File: src/rtl/varlat_bank_arbiter.sv
`default_nettype none
// ---------------------------------------------------------------------------
// varlat_bank_arbiter: round-robin N:1 bank arbiter with in-order routing of
// variable-latency responses. Optional counters: VARLAT_BANK_ARB_PERF_EN.
// Revision: 1.0
// ---------------------------------------------------------------------------
module varlat_bank_arbiter #(
  parameter int NumIn          = 4,
  parameter int AddrMemWidth   = 12,
  parameter int DataWidth      = 32,
  parameter int BeWidth        = DataWidth / 8,
  parameter int NumOutstanding = 2
) (
  input  logic                                 clk_i,
  input  logic                                 rst_i,
  input  logic [NumIn-1:0]                     req_i,
  output logic [NumIn-1:0]                     gnt_o,
  input  logic [NumIn-1:0][AddrMemWidth-1:0]   add_i,
  input  logic [NumIn-1:0]                     we_i,
  input  logic [NumIn-1:0][DataWidth-1:0]      wdata_i,
  input  logic [NumIn-1:0][BeWidth-1:0]        be_i,
  output logic [NumIn-1:0]                     vld_o,
  output logic [NumIn-1:0][DataWidth-1:0]      rdata_o,
  output logic                                 req_o,
  input  logic                                 gnt_i,
  output logic [AddrMemWidth-1:0]              add_o,
  output logic                                 we_o,
  output logic [DataWidth-1:0]                 wdata_o,
  output logic [BeWidth-1:0]                   be_o,
  input  logic                                 rvalid_i,
  output logic                                 rready_o,
  input  logic [DataWidth-1:0]                 rdata_i,
  output logic [31:0]                          busy_cnt_o,
  output logic [31:0]                          conflict_cnt_o
);

  localparam int c_IDX_W = $clog2(NumIn);
  localparam int c_PTR_W = (NumOutstanding > 1) ? $clog2(NumOutstanding) : 1;
  localparam int c_CNT_W = $clog2(NumOutstanding + 1);
  localparam logic [c_IDX_W:0]   c_NUM_IN   = (c_IDX_W + 1)'(NumIn);
  localparam logic [c_IDX_W-1:0] c_IDX_LAST = c_IDX_W'(NumIn - 1);
  localparam logic [c_PTR_W-1:0] c_PTR_LAST = c_PTR_W'(NumOutstanding - 1);
  localparam logic [c_CNT_W-1:0] c_DEPTH    = c_CNT_W'(NumOutstanding);

  logic [c_IDX_W-1:0] r_rr_ptr;
  logic [c_IDX_W-1:0] r_fifo [NumOutstanding];
  logic [c_PTR_W-1:0] r_wptr;
  logic [c_PTR_W-1:0] r_rptr;
  logic [c_CNT_W-1:0] r_count;

  logic [c_IDX_W:0]   w_idx;
  logic [c_IDX_W-1:0] w_win;
  logic [c_IDX_W-1:0] w_head;
  logic               w_any;
  logic               w_full;
  logic               w_push;
  logic               w_pop;

  // Scan requesters starting at r_rr_ptr; the first hit is the winner.
  always_comb begin
    w_win = '0;
    w_any = 1'b0;
    w_idx = '0;
    for (int k = 0; k < NumIn; k++) begin
      w_idx = {1'b0, r_rr_ptr} + (c_IDX_W + 1)'(k);
      if (w_idx >= c_NUM_IN) w_idx = w_idx - c_NUM_IN;
      if (!w_any && req_i[w_idx[c_IDX_W-1:0]]) begin
        w_any = 1'b1;
        w_win = w_idx[c_IDX_W-1:0];
      end
    end
  end

  assign w_full   = (r_count == c_DEPTH);
  assign req_o    = w_any & ~w_full & ~rst_i;
  assign w_push   = req_o & gnt_i;
  assign rready_o = (r_count != '0);
  assign w_pop    = rvalid_i & rready_o;
  assign w_head   = r_fifo[r_rptr];

  assign add_o   = add_i[w_win];
  assign we_o    = we_i[w_win];
  assign wdata_o = wdata_i[w_win];
  assign be_o    = be_i[w_win];

  always_comb begin
    gnt_o = '0;
    vld_o = '0;
    if (w_push) gnt_o[w_win]  = 1'b1;
    if (w_pop)  vld_o[w_head] = 1'b1;
  end

  for (genvar gi = 0; gi < NumIn; gi++) begin : g_rdata
    assign rdata_o[gi] = rdata_i;
  end

  always_ff @(posedge clk_i or posedge rst_i) begin
    if (rst_i) begin
      r_rr_ptr <= '0;
      r_wptr   <= '0;
      r_rptr   <= '0;
      r_count  <= '0;
    end else begin
      if (w_push) begin
        r_rr_ptr <= (w_win == c_IDX_LAST) ? '0 : w_win + c_IDX_W'(1);
        r_wptr   <= (r_wptr == c_PTR_LAST) ? '0 : r_wptr + c_PTR_W'(1);
      end
      if (w_pop) r_rptr <= (r_rptr == c_PTR_LAST) ? '0 : r_rptr + c_PTR_W'(1);
      if (w_push && !w_pop)      r_count <= r_count + c_CNT_W'(1);
      else if (w_pop && !w_push) r_count <= r_count - c_CNT_W'(1);
    end
  end

  // ID storage needs no reset: occupancy is tracked by r_count alone.
  always_ff @(posedge clk_i) begin
    if (w_push) r_fifo[r_wptr] <= w_win;
  end

`ifdef VARLAT_BANK_ARB_PERF_EN
  logic [31:0] r_busy_cnt;
  logic [31:0] r_conflict_cnt;
  logic        w_multi;
  logic        w_conflict;

  assign w_multi    = |(req_i & (req_i - NumIn'(1)));
  assign w_conflict = w_multi | (w_any & ~w_push);

  always_ff @(posedge clk_i or posedge rst_i) begin
    if (rst_i) begin
      r_busy_cnt     <= '0;
      r_conflict_cnt <= '0;
    end else begin
      if (w_push)     r_busy_cnt     <= r_busy_cnt + 32'd1;
      if (w_conflict) r_conflict_cnt <= r_conflict_cnt + 32'd1;
    end
  end

  assign busy_cnt_o     = r_busy_cnt;
  assign conflict_cnt_o = r_conflict_cnt;
`else
  assign busy_cnt_o     = '0;
  assign conflict_cnt_o = '0;
`endif

endmodule
`default_nettype wire

File: config.mk
export PLATFORM = sky130hd
export DESIGN_NAME = varlat_bank_arbiter
export DESIGN_NICKNAME = d
export VERILOG_FILES = /design/src/rtl/varlat_bank_arbiter.sv
export SDC_FILE = /design/constraint.sdc
export NUM_CORES = 1
export LEC_CHECK = 0
export CORE_AREA = 2 2 189 191
export CTS_CLUSTER_DIAMETER = 60
export DETAILED_ROUTE_END_ITERATION = 6
export DIE_AREA = 0 0 191 193
export PLACE_DENSITY_LB_ADDON = 0.25
export SLEW_MARGIN = 20
export SYNTH_ARGS = -nofsm -noshare
export SYNTH_HDL_FRONTEND = slang
export SYNTH_SLANG_ARGS = --single-unit
export TNS_END_PERCENT = 5
File: constraint.sdc
create_clock -name clk_i -period 2 [get_ports clk_i]
set_clock_uncertainty 0.05 [all_clocks]
set_input_delay 0.4 -clock clk_i [delete_from_list [all_inputs] [get_ports clk_i]]
set_output_delay 0.4 -clock clk_i [all_outputs]
set_load 0.05 [all_outputs]
[Word-level counts from Yosys, hierarchy flattened]
Memory sizes are Yosys's and may differ from the RTL's.
Cells that the tools add are included.
Storage, ports and cells
  bits in registers: 6
  bits of input ports: 236
  logic and storage cells: 92
  output and inout port bits: 251
  memories kept: 1
  memory bits (writable): 4
Memory list
  r_fifo: words 2, width 2, rd ports 1, clocked after memory_dff 0, wr ports 1, RTL line 46  | logic [c_IDX_W-1:0] r_fifo [NumOutstanding];
Cells by class
  order comparisons: 12
  add/sub/neg operators: 12
  eq/ne operators: 2
  bitwise logic cells: 6
  multiplexer cells: 41
  reduce and logical (&&, ||, !) cells: 14
Operators by type and width (count)
  binary-select mux 32 bit (select 2 bit): 1
  2-to-1 mux 32 bit: 1
  binary-select mux 12 bit (select 2 bit): 1
  2-to-1 mux 2 bit: 11
  < comparator 2 x 3 -> 1 bit, second input constant: 6
  2-to-1 mux 1 bit: 15
  2-to-1 mux 12 bit: 1
  2-to-1 mux 4 bit: 3
  binary-select mux 1 bit (select 2 bit): 5
  subtractor 2 x 1 -> 2 bit, second input constant: 5
  greater-or-equal comparator 3 bit, second input constant: 3
  binary-select mux 4 bit (select 2 bit): 1
  logical AND 1 bit: 7
  adder 2 x 2 -> 3 bit, second input constant: 2
  zero test 1 bit: 5
  adder 2 x 1 -> 2 bit, second input constant: 2
  bitwise AND 1 bit: 4
  demux 1 bit (select 2 bit): 2
  equality test 2 bit, second input constant: 2
  greater-or-equal comparator 2 x 1 -> 1 bit, second input constant: 2
  nonzero test 2 bit: 2
  adder 2 x 1 -> 3 bit, second input constant: 1
  greater-or-equal comparator 2 x 3 -> 1 bit, second input constant: 1
  adder 1 bit, second input constant: 2
  NOT 1 bit: 2

[Logic depth before layout (Yosys ltp)]
  word-level depth: 21
  depth in mapped cells: 9
  depth with buffers taken out: 8

[Worst setup path after synthesis]
Ideal clock, no wire load.
  path kind: input port to output port
  from: input port req_i[0]
  to: output port add_o[0]
  cell stages on the path: 7
  data arrival time: 2149 ps
  path slack: -599 ps
  data required time: 1550 ps
  buffers on the path: 2
  path through: nor2b_1 > a21oi_1 > nor2_1 > a211oi_1 > buf_4 > clkbuf_4 > mux2i_1
Between the ends
  cells in the longest elaborated chain, start to end: 14
  elaborated cells on any way between the ends: 23
  those cells by class: mux (17); reduce/logical (6)
RTL lines
  start, declared: RTL line 16  | input logic [NumIn-1:0] req_i,
  binary-select mux 1 bit (select 2 bit): RTL line 67  | if (!w_any && req_i[w_idx[c_IDX_W-1:0]]) begin
  2-to-1 mux 1 bit (implied by the code): RTL line 67
  2-to-1 mux 1 bit: RTL line 67
  zero test 1 bit: RTL line 67
  logical AND 1 bit: RTL line 67
  2-to-1 mux 1 bit: RTL line 67
  zero test 1 bit: RTL line 67
  logical AND 1 bit: RTL line 67
  2-to-1 mux 1 bit: RTL line 67
  zero test 1 bit: RTL line 67
  logical AND 1 bit: RTL line 67
  2-to-1 mux 2 bit *: RTL line 67
  binary-select mux 12 bit (select 2 bit) *: RTL line 81  | assign add_o = add_i[w_win];
  2-to-1 mux 12 bit (implied by the code) *: RTL line 81
  end, declared: RTL line 26  | output logic [AddrMemWidth-1:0] add_o,
Every way passes the cells marked *; elsewhere a longest branch is shown, timed or not. The select of a mux whose other input is x is not followed.

[Final worst setup path]
  from: register r_rr_ptr[1]
  to: output port add_o[10]
Between the ends
  cells in the longest elaborated chain, start to end: 16
  elaborated cells on any way between the ends: 38
  those cells by class: add/sub (7); order compare (4); mux (21); reduce/logical (6)
RTL lines
  start, declared: RTL line 45  | logic [c_IDX_W-1:0] r_rr_ptr;
  start signal, assigned: RTL line 105  | r_rr_ptr <= (w_win == c_IDX_LAST) ? '0 : w_win + c_IDX_W'(1);
  parallel branches: the longest is 13 deep, another holds adder 2 x 1 -> 3 bit
  2-to-1 mux 2 bit *: RTL line 67
  binary-select mux 12 bit (select 2 bit) *: RTL line 81
  2-to-1 mux 12 bit (implied by the code) *: RTL line 81
Mark *: on every way between the ends. The select of a mux whose other input is x is not followed.

==> metrics <==
maximum vdd drop roughly 0.0005 V; Synth Register Bits 10; Total GRT Usage 7.23%; r2r setup slk approximately 0.07 ns; maxcap violations 0; mapped cell area 3820 um2; Reg2Reg Depth 9; synth warn 0; CP max-delay cell dfrtp_1; Post-synth top flop dfrtp_1; Core Area 35,000 um2; Reg clk slew, reported paths 0.04 ns; Post-synth EDFFs 4; leakage dissipation between 3 and 4 nW; first-pass GRT wire length between 20,000 and 25,000 um; CP required 1.55 ns; syn avg cell area a little under 9 um2; Max FO, Critical Path 6; post-synthesis compound-gate area fraction under 10%; Storage cell area between 200 and 300 um2; Layout area overhead 121%; Antenna Nets Post-Route 0; Min-Delay Path Class input port to asynchronous set/reset pin; dominant cells by area after synthesis mux2i_1 (38%), buf_4 (38%), buf_12 (5.8%); row count between 60 and 70; Die H 193 um; CP peak stage delay 0.38 ns; pin count of the biggest net entering global routing 10; most frequent cells after synthesis buf_4 (194), mux2i_1 (147), buf_12 (11); crit share post-route 127%; Vias/cell between 3 and 4; RSZ-0062 raised after global routing yes; status complete, but fails checks; Final Hold Fails 0; worst skew pair latency 0.23 ns; Worst setup SP type register; htree depth 1; total CTS buffers 3; Final setup viols 54; routed length per instance approximately 14 um; DRC 0; Distinct cells, synth 31; ant diodes 0; Met3 Wirelength ~1500 um; failing checks negative setup slack; Final min period roughly 2.5 ns; TritonCTS clock tree done; Reg-to-Reg End r_rr_ptr[0]$_DFFE_PP0P_; cts-stage hold buffer count 0; Seq/Total Area, Yosys between 7 and 8%; vias in the first global route between 3,000 and 4,000; post-detail-place hpwl about 11,000 um; Worst EP arrival around 2.1 ns; routed wire length around 15,000 um; clock sinks 10; critical path cell sequence a21o_1 > a21oi_2 > o22a_4 > buf_12 > buf_8 > buf_16 > mux2i_4 > mux2i_4 > buf_12; Final #Nets roughly 850; Die Wd roughly 190 um; # IOs ~490; metal2 WL 7150 um; share of the synthesized area in the top cell type around two fifths; largest family of logic cells by synthesized area buffers and inverters; crit path capture add_o[10]; area post-placement about 7200 um2; Initial Util a little over a tenth; Post-Synthesis Cells 427; DR vias ~3,300; final instance area between 8000 and 9000 um2; Iteration-0 DRC Markers 47; clock buffer depth 2; area leader, netlist mux2i_1; Critical path origin r_rr_ptr[1]$_DFFE_PP0P_; wl on met1 approximately 5700 um; top sig layer met4; critical path endpoint category output port; Multi-input gate area 3410 um2; initial antenna violation count 0; clk root buf clkbuf_16; layout cells sized above 1 about 45%; Reg-to-Reg Start r_rr_ptr[0]$_DFFE_PP0P_; # port buffers roughly 260; Post-synth ARST share 60.0%; Final WS setup -0.547 ns; hold slack between 0.2 and 0.25 ns; post-synthesis mux area share just under 40%; Max Slew Vio Count 0; 1st-pass router iterations 4; XOR/XNOR share of the synthesized area between 1 and 1.5%; most numerous cell in the Yosys netlist buf_4; P per Cell Area ~1300 nW/um2; WS Path Type register to output port; DIE AREA 36,900 um2; Fill cells 3,694; GR Overflow Total 0; f_max ~390 MHz; Synth Area in Adders 1.64%; Util after Layout around a quarter; RePlAce Congestion about 0.65; simple-gate share of the synthesized area ~3.5%
## per-layer routing
layer | global-route usage (%) | up-vias
met5 | 0 | -
met4 | 2.00 | 0
met3 | 2.39 | 26
met2 | 12.4 | 208
met1 | 8.64 | 1482
li1 | - | 1560
## cell families (layout without fill, tap and decap cells)
family,after synthesis,count (layout)
buf+inv,219,335
mux,147,147
simple gates,28,28
compound gates,12,12
flops,10,10
fa+ha+maj,5,5
xor+xnor,5,5
other cells,1,64
## stage by stage
step	power (mW)	setup WS (ns)	cells	TNS, ns
global placement	8.60	-0.994	1049	-50.68
global route	11.1	-0.654	1067	-30.72
detailed placement	8.59	-1.03	1049	-51.94
finish	10.7	-0.547	1067	-25.39
floorplan	6.42	-0.225	490	-12.02
CTS	10.6	-0.562	1067	-26.86
## repair_timing
action | in CTS | in global routing
gates cloned | 10 | 0
pin swaps | 10 | 6
setup endpoints to repair | 63 | 56
gates resized for setup | 153 | 36
buffers inserted | 13 | 0
## cell type report
type / instances / share of cell area (%)
Multi-Input combinational cell: 261 / 40.3
Sequential cell: 10 / 3.21
Inverter: 9 / 0.399
Tap cell: 461 / 6.82
Clock buffer: 3 / 0.887
Timing Repair Buffer: 323 / 48.4
## where the power goes
| part | internal (mW) | switching [mW] | leakage (nW) |
|---|---|---|---|
| clock network | 0.258 | 0.0837 | 0.0370 |
| registers | 0.304 | 0.0910 | 0.107 |
| logic | 5.27 | 4.65 | 2.93 |
| total | 5.83 | 4.82 | 3.07 |
## worst min-delay path by stage
| stage | from | to | slack, ns | cells after the start |
|---|---|---|---|---|
| after floorplan | rst_i | r_count[0]$_DFFE_PP0P_ | 0.14 | 1 |
| after global placement | r_count[1]$_DFFE_PP0P_ | r_count[1]$_DFFE_PP0P_ | 0.42 | 1 |
| after detailed placement | r_count[1]$_DFFE_PP0P_ | r_count[1]$_DFFE_PP0P_ | 0.42 | 1 |
| after CTS | rst_i | r_count[0]$_DFFE_PP0P_ | 0.25 | 2 |
| after global routing | rst_i | r_count[0]$_DFFE_PP0P_ | 0.27 | 2 |
| final | rst_i | r_count[0]$_DFFE_PP0P_ | 0.23 | 2 |
## worst max-delay path: cells and delay by family, from the launching register on
family | cells | cell delay [ns]
compound gates | 3 | 0.51
buf+inv | 4 | 0.60
flops | 1 | 0.38
mux | 2 | 0.35
## cells in the final DEF, fill, tap and decap left out, types with 2 or more instances in the layout
cell,instances
and3_4,2
ha_4,2
mux2i_2,33
inv_2,4
nor2_2,3
xor2_1,2
nand2_1,6
clkbuf_16,3
buf_6,11
buf_2,3
edfxtp_1,4
a21oi_2,3
inv_1,5
mux2i_4,91
dfrtp_1,5
buf_12,73
clkdlybuf4s50_1,198
buf_4,24
mux2i_1,23
and3_2,2
ha_1,3
xnor2_1,3
dlygate4sd2_1,2
buf_16,11
conb_1,64
nor2_1,7
## sequential cells by signal (all words and copies together) (netlist names)
register	cells
r_count	2
r_rr_ptr	2
r_fifo	4
r_rptr	1
r_wptr	1
Power figures use the tool's default switching activity.
